`src/rtl/traffic_ctrl_param.sv`:
```
// Highway/city intersection controller. The highway rests on green until city
// traffic or a pedestrian asks for a turn. Emergency holds or returns right of way to the highway.
module traffic_ctrl_param #(
  parameter int CAR_W          = 3,
  parameter int CNT_W          = 4,
  parameter int HWY_MIN_GREEN  = 8,
  parameter int CITY_GREEN_CYC = 11,
  parameter int YELLOW_CYC     = 3,
  parameter int ALLRED_CYC     = 1,
  parameter int CAR_THRESH     = 5
) (
  input  logic             clock,
  input  logic             reset,
  input  logic [CAR_W-1:0] carCount,
  input  logic             ped_req,
  input  logic             emergency,
  output logic [1:0]       Highway,
  output logic [1:0]       Cityroad,
  output logic             ped_walk,
  output logic [2:0]       state_o
);

  typedef enum logic [2:0] {
    HG_CR = 3'd0,
    HY_CR = 3'd1,
    AR1   = 3'd2,
    HR_CG = 3'd3,
    HR_CY = 3'd4,
    AR2   = 3'd5
  } state_t;

  localparam logic [1:0] RED    = 2'b00;
  localparam logic [1:0] YELLOW = 2'b01;
  localparam logic [1:0] GREEN  = 2'b10;

  // Dwell limits are the last timer value spent in a state.
  localparam logic [CNT_W-1:0] HG_LIM = CNT_W'(HWY_MIN_GREEN - 1);
  localparam logic [CNT_W-1:0] CG_LIM = CNT_W'(CITY_GREEN_CYC - 1);
  localparam logic [CNT_W-1:0] Y_LIM  = CNT_W'(YELLOW_CYC - 1);
  localparam logic [CNT_W-1:0] AR_LIM = CNT_W'(ALLRED_CYC - 1);
  localparam logic [CAR_W:0]   THR    = (CAR_W+1)'(CAR_THRESH);

  state_t           state, nxt;
  logic [CNT_W-1:0] timer;
  logic             ped_pending;
  logic             city_wants;

  assign city_wants = ({1'b0, carCount} >= THR) || ped_pending;
  assign state_o    = state;

  always_comb begin
    nxt = state;
    case (state)
      HG_CR: if (timer >= HG_LIM && !emergency && city_wants) nxt = HY_CR;
      HY_CR: if (timer == Y_LIM)  nxt = AR1;
      AR1:   if (timer == AR_LIM) nxt = HR_CG;
      HR_CG: if (timer == CG_LIM || emergency) nxt = HR_CY;
      HR_CY: if (timer == Y_LIM)  nxt = AR2;
      AR2:   if (timer == AR_LIM) nxt = HG_CR;
      default: nxt = HG_CR;
    endcase
  end

  // Lamps are registered from the next state so they always match state.
  always_ff @(posedge clock or posedge reset) begin
    if (reset) begin
      state       <= HG_CR;
      timer       <= '0;
      ped_pending <= 1'b0;
      Highway     <= GREEN;
      Cityroad    <= RED;
      ped_walk    <= 1'b0;
    end else begin
      state <= nxt;
      if (nxt != state)    timer <= '0;
      else if (timer != '1) timer <= timer + 1'b1;
      if (nxt == HR_CG)    ped_pending <= 1'b0;
      else if (ped_req)    ped_pending <= 1'b1;
      case (nxt)
        HY_CR:     begin Highway <= YELLOW; Cityroad <= RED;    end
        AR1, AR2:  begin Highway <= RED;    Cityroad <= RED;    end
        HR_CG:     begin Highway <= RED;    Cityroad <= GREEN;  end
        HR_CY:     begin Highway <= RED;    Cityroad <= YELLOW; end
        default:   begin Highway <= GREEN;  Cityroad <= RED;    end
      endcase
      ped_walk <= (nxt == HR_CG);
    end
  end

endmodule

```
`config.mk`:
```
export PLATFORM = sky130hd
export DESIGN_NAME = traffic_ctrl_param
export DESIGN_NICKNAME = d
export VERILOG_FILES = /design/src/rtl/traffic_ctrl_param.sv
export SDC_FILE = /design/constraint.sdc
export NUM_CORES = 1
export LEC_CHECK = 0
export CAP_MARGIN = 15
export CORE_ASPECT_RATIO = 1.2
export CORE_UTILIZATION = 38
export CTS_CLUSTER_DIAMETER = 30
export DETAILED_ROUTE_END_ITERATION = 16
export HOLD_SLACK_MARGIN = 0.1
export MAX_ROUTING_LAYER = met4
export PLACE_DENSITY = 0.75
export SETUP_SLACK_MARGIN = 0.5
export SYNTH_ARGS = -nofsm -noshare
export SYNTH_HDL_FRONTEND = slang
export SYNTH_SLANG_ARGS = --single-unit
```
`constraint.sdc`:
```
create_clock -name clock -period 1.5 [get_ports clock]
set_clock_uncertainty 0.05 [all_clocks]
set_input_delay 0.225 -clock clock [delete_from_list [all_inputs] [get_ports clock]]
set_output_delay 0.225 -clock clock [all_outputs]
set_load 0.01 [all_outputs]
```
Word-level counts from Yosys, hierarchy flattened
Cells that the tools add are included.
{"block": "op_classes", "n_eq_ne": 14, "mux": 13, "magnitude_cmp": 2, "reduce_logical": 10, "mul": 0, "addsub": 1, "bitwise": 0, "div": 0, "shifts": 0}
{"cell": "$mux 3", "count": 6}
{"cell": "$pmux 3 s6", "count": 1}
{"cell": "$eq 3x2->1 const B", "count": 4}
{"cell": "$eq 3x3->1 const B", "count": 4}
{"cell": "$mux 4", "count": 2}
{"cell": "$pmux 2 s2", "count": 2}
{"cell": "$eq 3x1->1 const B", "count": 2}
{"cell": "$add 4x1->4 const B", "count": 1}
{"cell": "$eq 4x2->1 const B", "count": 1}
{"cell": "$eq 4x4->1 const B", "count": 1}
{"cell": "$ge 4x3->1 const B", "count": 1}
{"cell": "$logic_not 4->1", "count": 1}
{"cell": "$ne 4x4->1 const B", "count": 1}
{"cell": "$reduce_bool 2->1", "count": 2}
{"cell": "$reduce_or 4->1", "count": 1}
{"cell": "$ge 3x3->1 const B", "count": 1}
{"cell": "$logic_not 3->1", "count": 1}
{"cell": "$ne 3x3->1", "count": 1}
{"cell": "$logic_and 1x1->1", "count": 2}
{"cell": "$logic_or 1x1->1", "count": 2}
{"cell": "$mux 1", "count": 2}
{"cell": "$logic_not 1->1", "count": 1}
{"block": "totals", "wordCells": 46, "input_bits": 7, "regBits": 13, "n_memories": 0, "latchBits": 0, "romBits": 0, "mem_bits_rw": 0, "out_inout_bits": 8}

Depth between registers and ports, before layout
{"block": "logic_depth", "word_depth": 8, "mapped_depth": 6, "ltp_nobuf": 6}

Least setup slack after synthesis
No wires, ideal clock.
{"block": "synth_path", "kind": "register to register", "startpoint": "register timer[0]", "endpoint": "register timer[0]", "t_arrival_ns": 1.452, "setup_time_ns": 0.138, "stages_incl_launch_ff": 7, "slack_ns": -0.140, "required_time_ns": 1.312, "path_buffers": 0, "synth_period_minus_slack_ns": 1.640, "path_cell_list": "dfrtp_1 > inv_1 > ha_1 > nor3b_1 > nor3_1 > o31ai_4 > a211oi_1"}
{"block": "synth_via", "elab_chain_len": 7, "word_cells_on_any_way": 20, "classes_between": "1 x add/sub; 1 x order compare; 4 x eq/ne; 9 x mux; 5 x reduce/logical"}
{"item": "start, declared", "line": "44", "source": "logic [CNT_W-1:0] timer;"}
{"item": "start signal, assigned", "line": "76", "source": "else if (timer != '1) timer <= timer + 1'b1;"}
{"item": "$ge 4x3->1", "line": "54", "source": "HG_CR: if (timer >= HG_LIM && !emergency && city_wants) nxt = HY_CR;"}
{"item": "$logic_and 1x1->1 (2 in a row)", "line": "54"}
{"item": "$mux 3", "line": "54"}
{"item": "$pmux 3 s6", "line": "53", "source": "case (state)"}
{"item": "$ne 3x3->1", "line": "75", "source": "if (nxt != state) timer <= '0;"}
{"item": "$mux 4 / $reduce_bool 2->1 (equally long branches)"}
Several ways; a longest one is shown, not always the timed one. The select of a mux whose other input is x is not followed.
A chain may end at the register's enable or synchronous reset.

Final worst setup path
Ends and elaborated chain as after synthesis.

==> reports/metrics.yaml <==
die:
  core_sq_mm: 0.00191
  initial_core_util_pct: 42.0
  fp.dieW_um: 44.0
  die_y_um: 52.4
  dieArea_sq_mm: 0.00230
  rows: 17
  io_pins: 15
cts:
  cts_hold_buf: 0
  cts_num_sinks: 13
  cts.path.max_buffers: 2
  cts_root_buf: "clkbuf_4"
  h-tree-depth: 1
  clk_latency_ps: 280
  clk_pin_slew_ps: 80
  cts_buffers: 3
  cts_tree: "yes"
setup_path:
  worstSetupEndpointType: "flop"
  required_ps: 1590
  path_class: "flop to flop"
  worstPathMaxFanout: 5
  critPathLaunchType: "flop"
  cp.arrival_ps: 1740
worst_hold_path:
  hold_path.class: "input pin to async pin"
power_and_ir_drop:
  p_leak_nw: 0.562
  powerDensity_mw_per_mm2: 1780
  ir_drop_mv: 0.826
drt:
  wirelength_mm: 2.00
  drc: 1
  vias: 761
  wl_per_cell_um: 14.6
  via_per_inst: 5.55
  final_antenna_net_count: 0
  drt_pre_antenna_iters: 12
  drtIter0Drc: 16
timing:
  drv_slew: 0
  tns_ps: -717
  fin_ws_ps: -145
  tightest_slew_ps: 488
  setup_viol: 7
  rsz0062_at_grt: "true"
  clock.fmax_mhz: 608
  fin_crit_ps: 1650
  hold_violations: 0
  fin_crit_sh_pct: 110
  relSlewSlack_pct: 67.4
final_layout:
  utilization_pct: 64.7
  antenna_cells: 0
  final_cell_mix: "buf_4, dfrtp_1, nor2_1, clkdlybuf4s50_1, buf_6"
  nets: 129
  area_delta_synth_final_pct: 54.2
  layout-drive-gt1-share_pct: 50.8
  fillerInstances: 142
  layout_commonest_cell: "buf_4"
run_status:
  outcome: "complete, but fails checks"
  violations: "design-rule violations, negative setup slack"
synth:
  synth.avg_cell_area_sq_um: 9.92
  netlist_area_sq_um: 803
  synthCells: 81
  synth_fp_nets: 91
  synth_seq_area_share_pct: 40.7
  yosys_warnings: 0
  ys_types: 38
  ys_seq_elements: 13
placed_design:
  dp_hpwl_mm: 1.45
  gp_congestion: 0.873
  post-place-ws_ps: -143
  io_buffers: 14
global_route:
  grt_pass1_vias: 761
  grt_use_total_pct: 20.1
  overflow: 0
  grt_pass1_wl_mm: 3.33
  antenna_found_initial: 0
  grt_max_degree: 14
flow_run:
  cap_violations: 0
## final timing paths
kind	from	endpoint	slack, ps	cells after the start
min	reset	Cityroad[1]	210	2
max	timer[0]	timer[0]	-150	6
min reg2reg	ped_pending	ped_pending	540	2
max reg2reg	timer[0]	timer[0]	-150	6
max in group asynchronous	reset	timer[1]	830	2
min in group clock	ped_req	ped_pending	460	3
## where the power goes
group / total [W] / leakage, nW / internal [W] / switching (W)
registers: 0.000653 / 0.160 / 0.000501 / 0.000153
clock network: 0.000219 / 0.0150 / 0.000103 / 0.000116
logic: 0.00134 / 0.387 / 0.000700 / 0.000636
total: 0.00221 / 0.562 / 0.00130 / 0.000905
## flip-flops by register name, summed over array words and instances, names as in the netlist
register / count
ped_walk: 1
Cityroad: 2
state_o: 3
ped_pending: 1
timer: 4
Highway: 2
## cell usage after synthesis (all sizes together)
cell type | number | area share, %
dfstp | 1 | 3.3
o221ai | 1 | 1.1
mux2i | 1 | 1.2
and2b | 1 | 0.93
nor3 | 3 | 1.9
and2 | 2 | 1.9
a21o | 1 | 0.93
xnor2 | 1 | 1.1
a21oi | 4 | 2.5
o32a | 1 | 1.2
nor2 | 6 | 2.8
nand4 | 1 | 0.78
nand3 | 4 | 2.5
ha | 3 | 4.7
inv | 6 | 2.8
o21ai | 5 | 4.0
dfrtp | 12 | 37
and3 | 1 | 0.78
nand3b | 1 | 0.93
buf | 3 | 2.6
o211ai | 2 | 2.5
o31ai | 2 | 3.6
nand2b | 1 | 0.78
and4bb | 1 | 1.6
nor3b | 2 | 2.5
o311ai | 1 | 2.0
nand2 | 5 | 2.3
a211oi | 3 | 2.8
o21a | 3 | 2.8
and3b | 3 | 3.7
## timing repair
item	4_1_cts	5_1_grt
buffers inserted	4	2
pin swaps	8	5
endpoints found under the setup margin	21	21
gates cloned	0	0
resized for setup	47	5
## metrics by stage
step                total power, W  area (sq um)  std cells  hold slack (ps)
CTS                        0.00212          1210        135              227
global route               0.00237          1240        137              250
finish                     0.00221          1240        137              206
detailed placement         0.00179          1110        127              505
global placement           0.00174          1110        127              490
floorplan                  0.00134           852         81             51.2
## worst max-delay path, stage by stage (launching register included)
cell and delay, ps:
dfrtp_2 440, inv_2 90, ha_4 140, and3b_4 240, nor3b_4 60, o31ai_4 360
a211oi_1 130
## per-layer routing
layer	global-route usage, %	routed length, um	vias up
met2	38.3	1090	27
met3	2.41	102	3
met1	21.4	776	363
met4	6.06	29	0
li1	-	-	368
met5	-	0	-
## kinds of logic (layout without fill, tap and decap cells)
family | Yosys count | after routing | synth area share, %
AOI/OAI and AO/OA | 23 | 23 | 23.5
xor gates and xnor gates | 1 | 1 | 1.09
adders and majority gates | 3 | 3 | 4.67
buffers and inverters | 9 | 46 | 5.45
DFF | 13 | 13 | 40.7
muxes | 1 | 1 | 1.25
and+or+nand+nor | 31 | 31 | 23.4
## cell type report
cell class                 instances  area (sq um)  share of cell area (%)
multi-input combinational         59           536                    43.2
sequential                        13           332                    26.8
timing repair buffer              36           295                    23.8
clock buffer                       4          26.3                    2.12
inverter                           6          26.3                    2.12
tap                               19          23.8                    1.92
(Power assumes the default switching activity.)
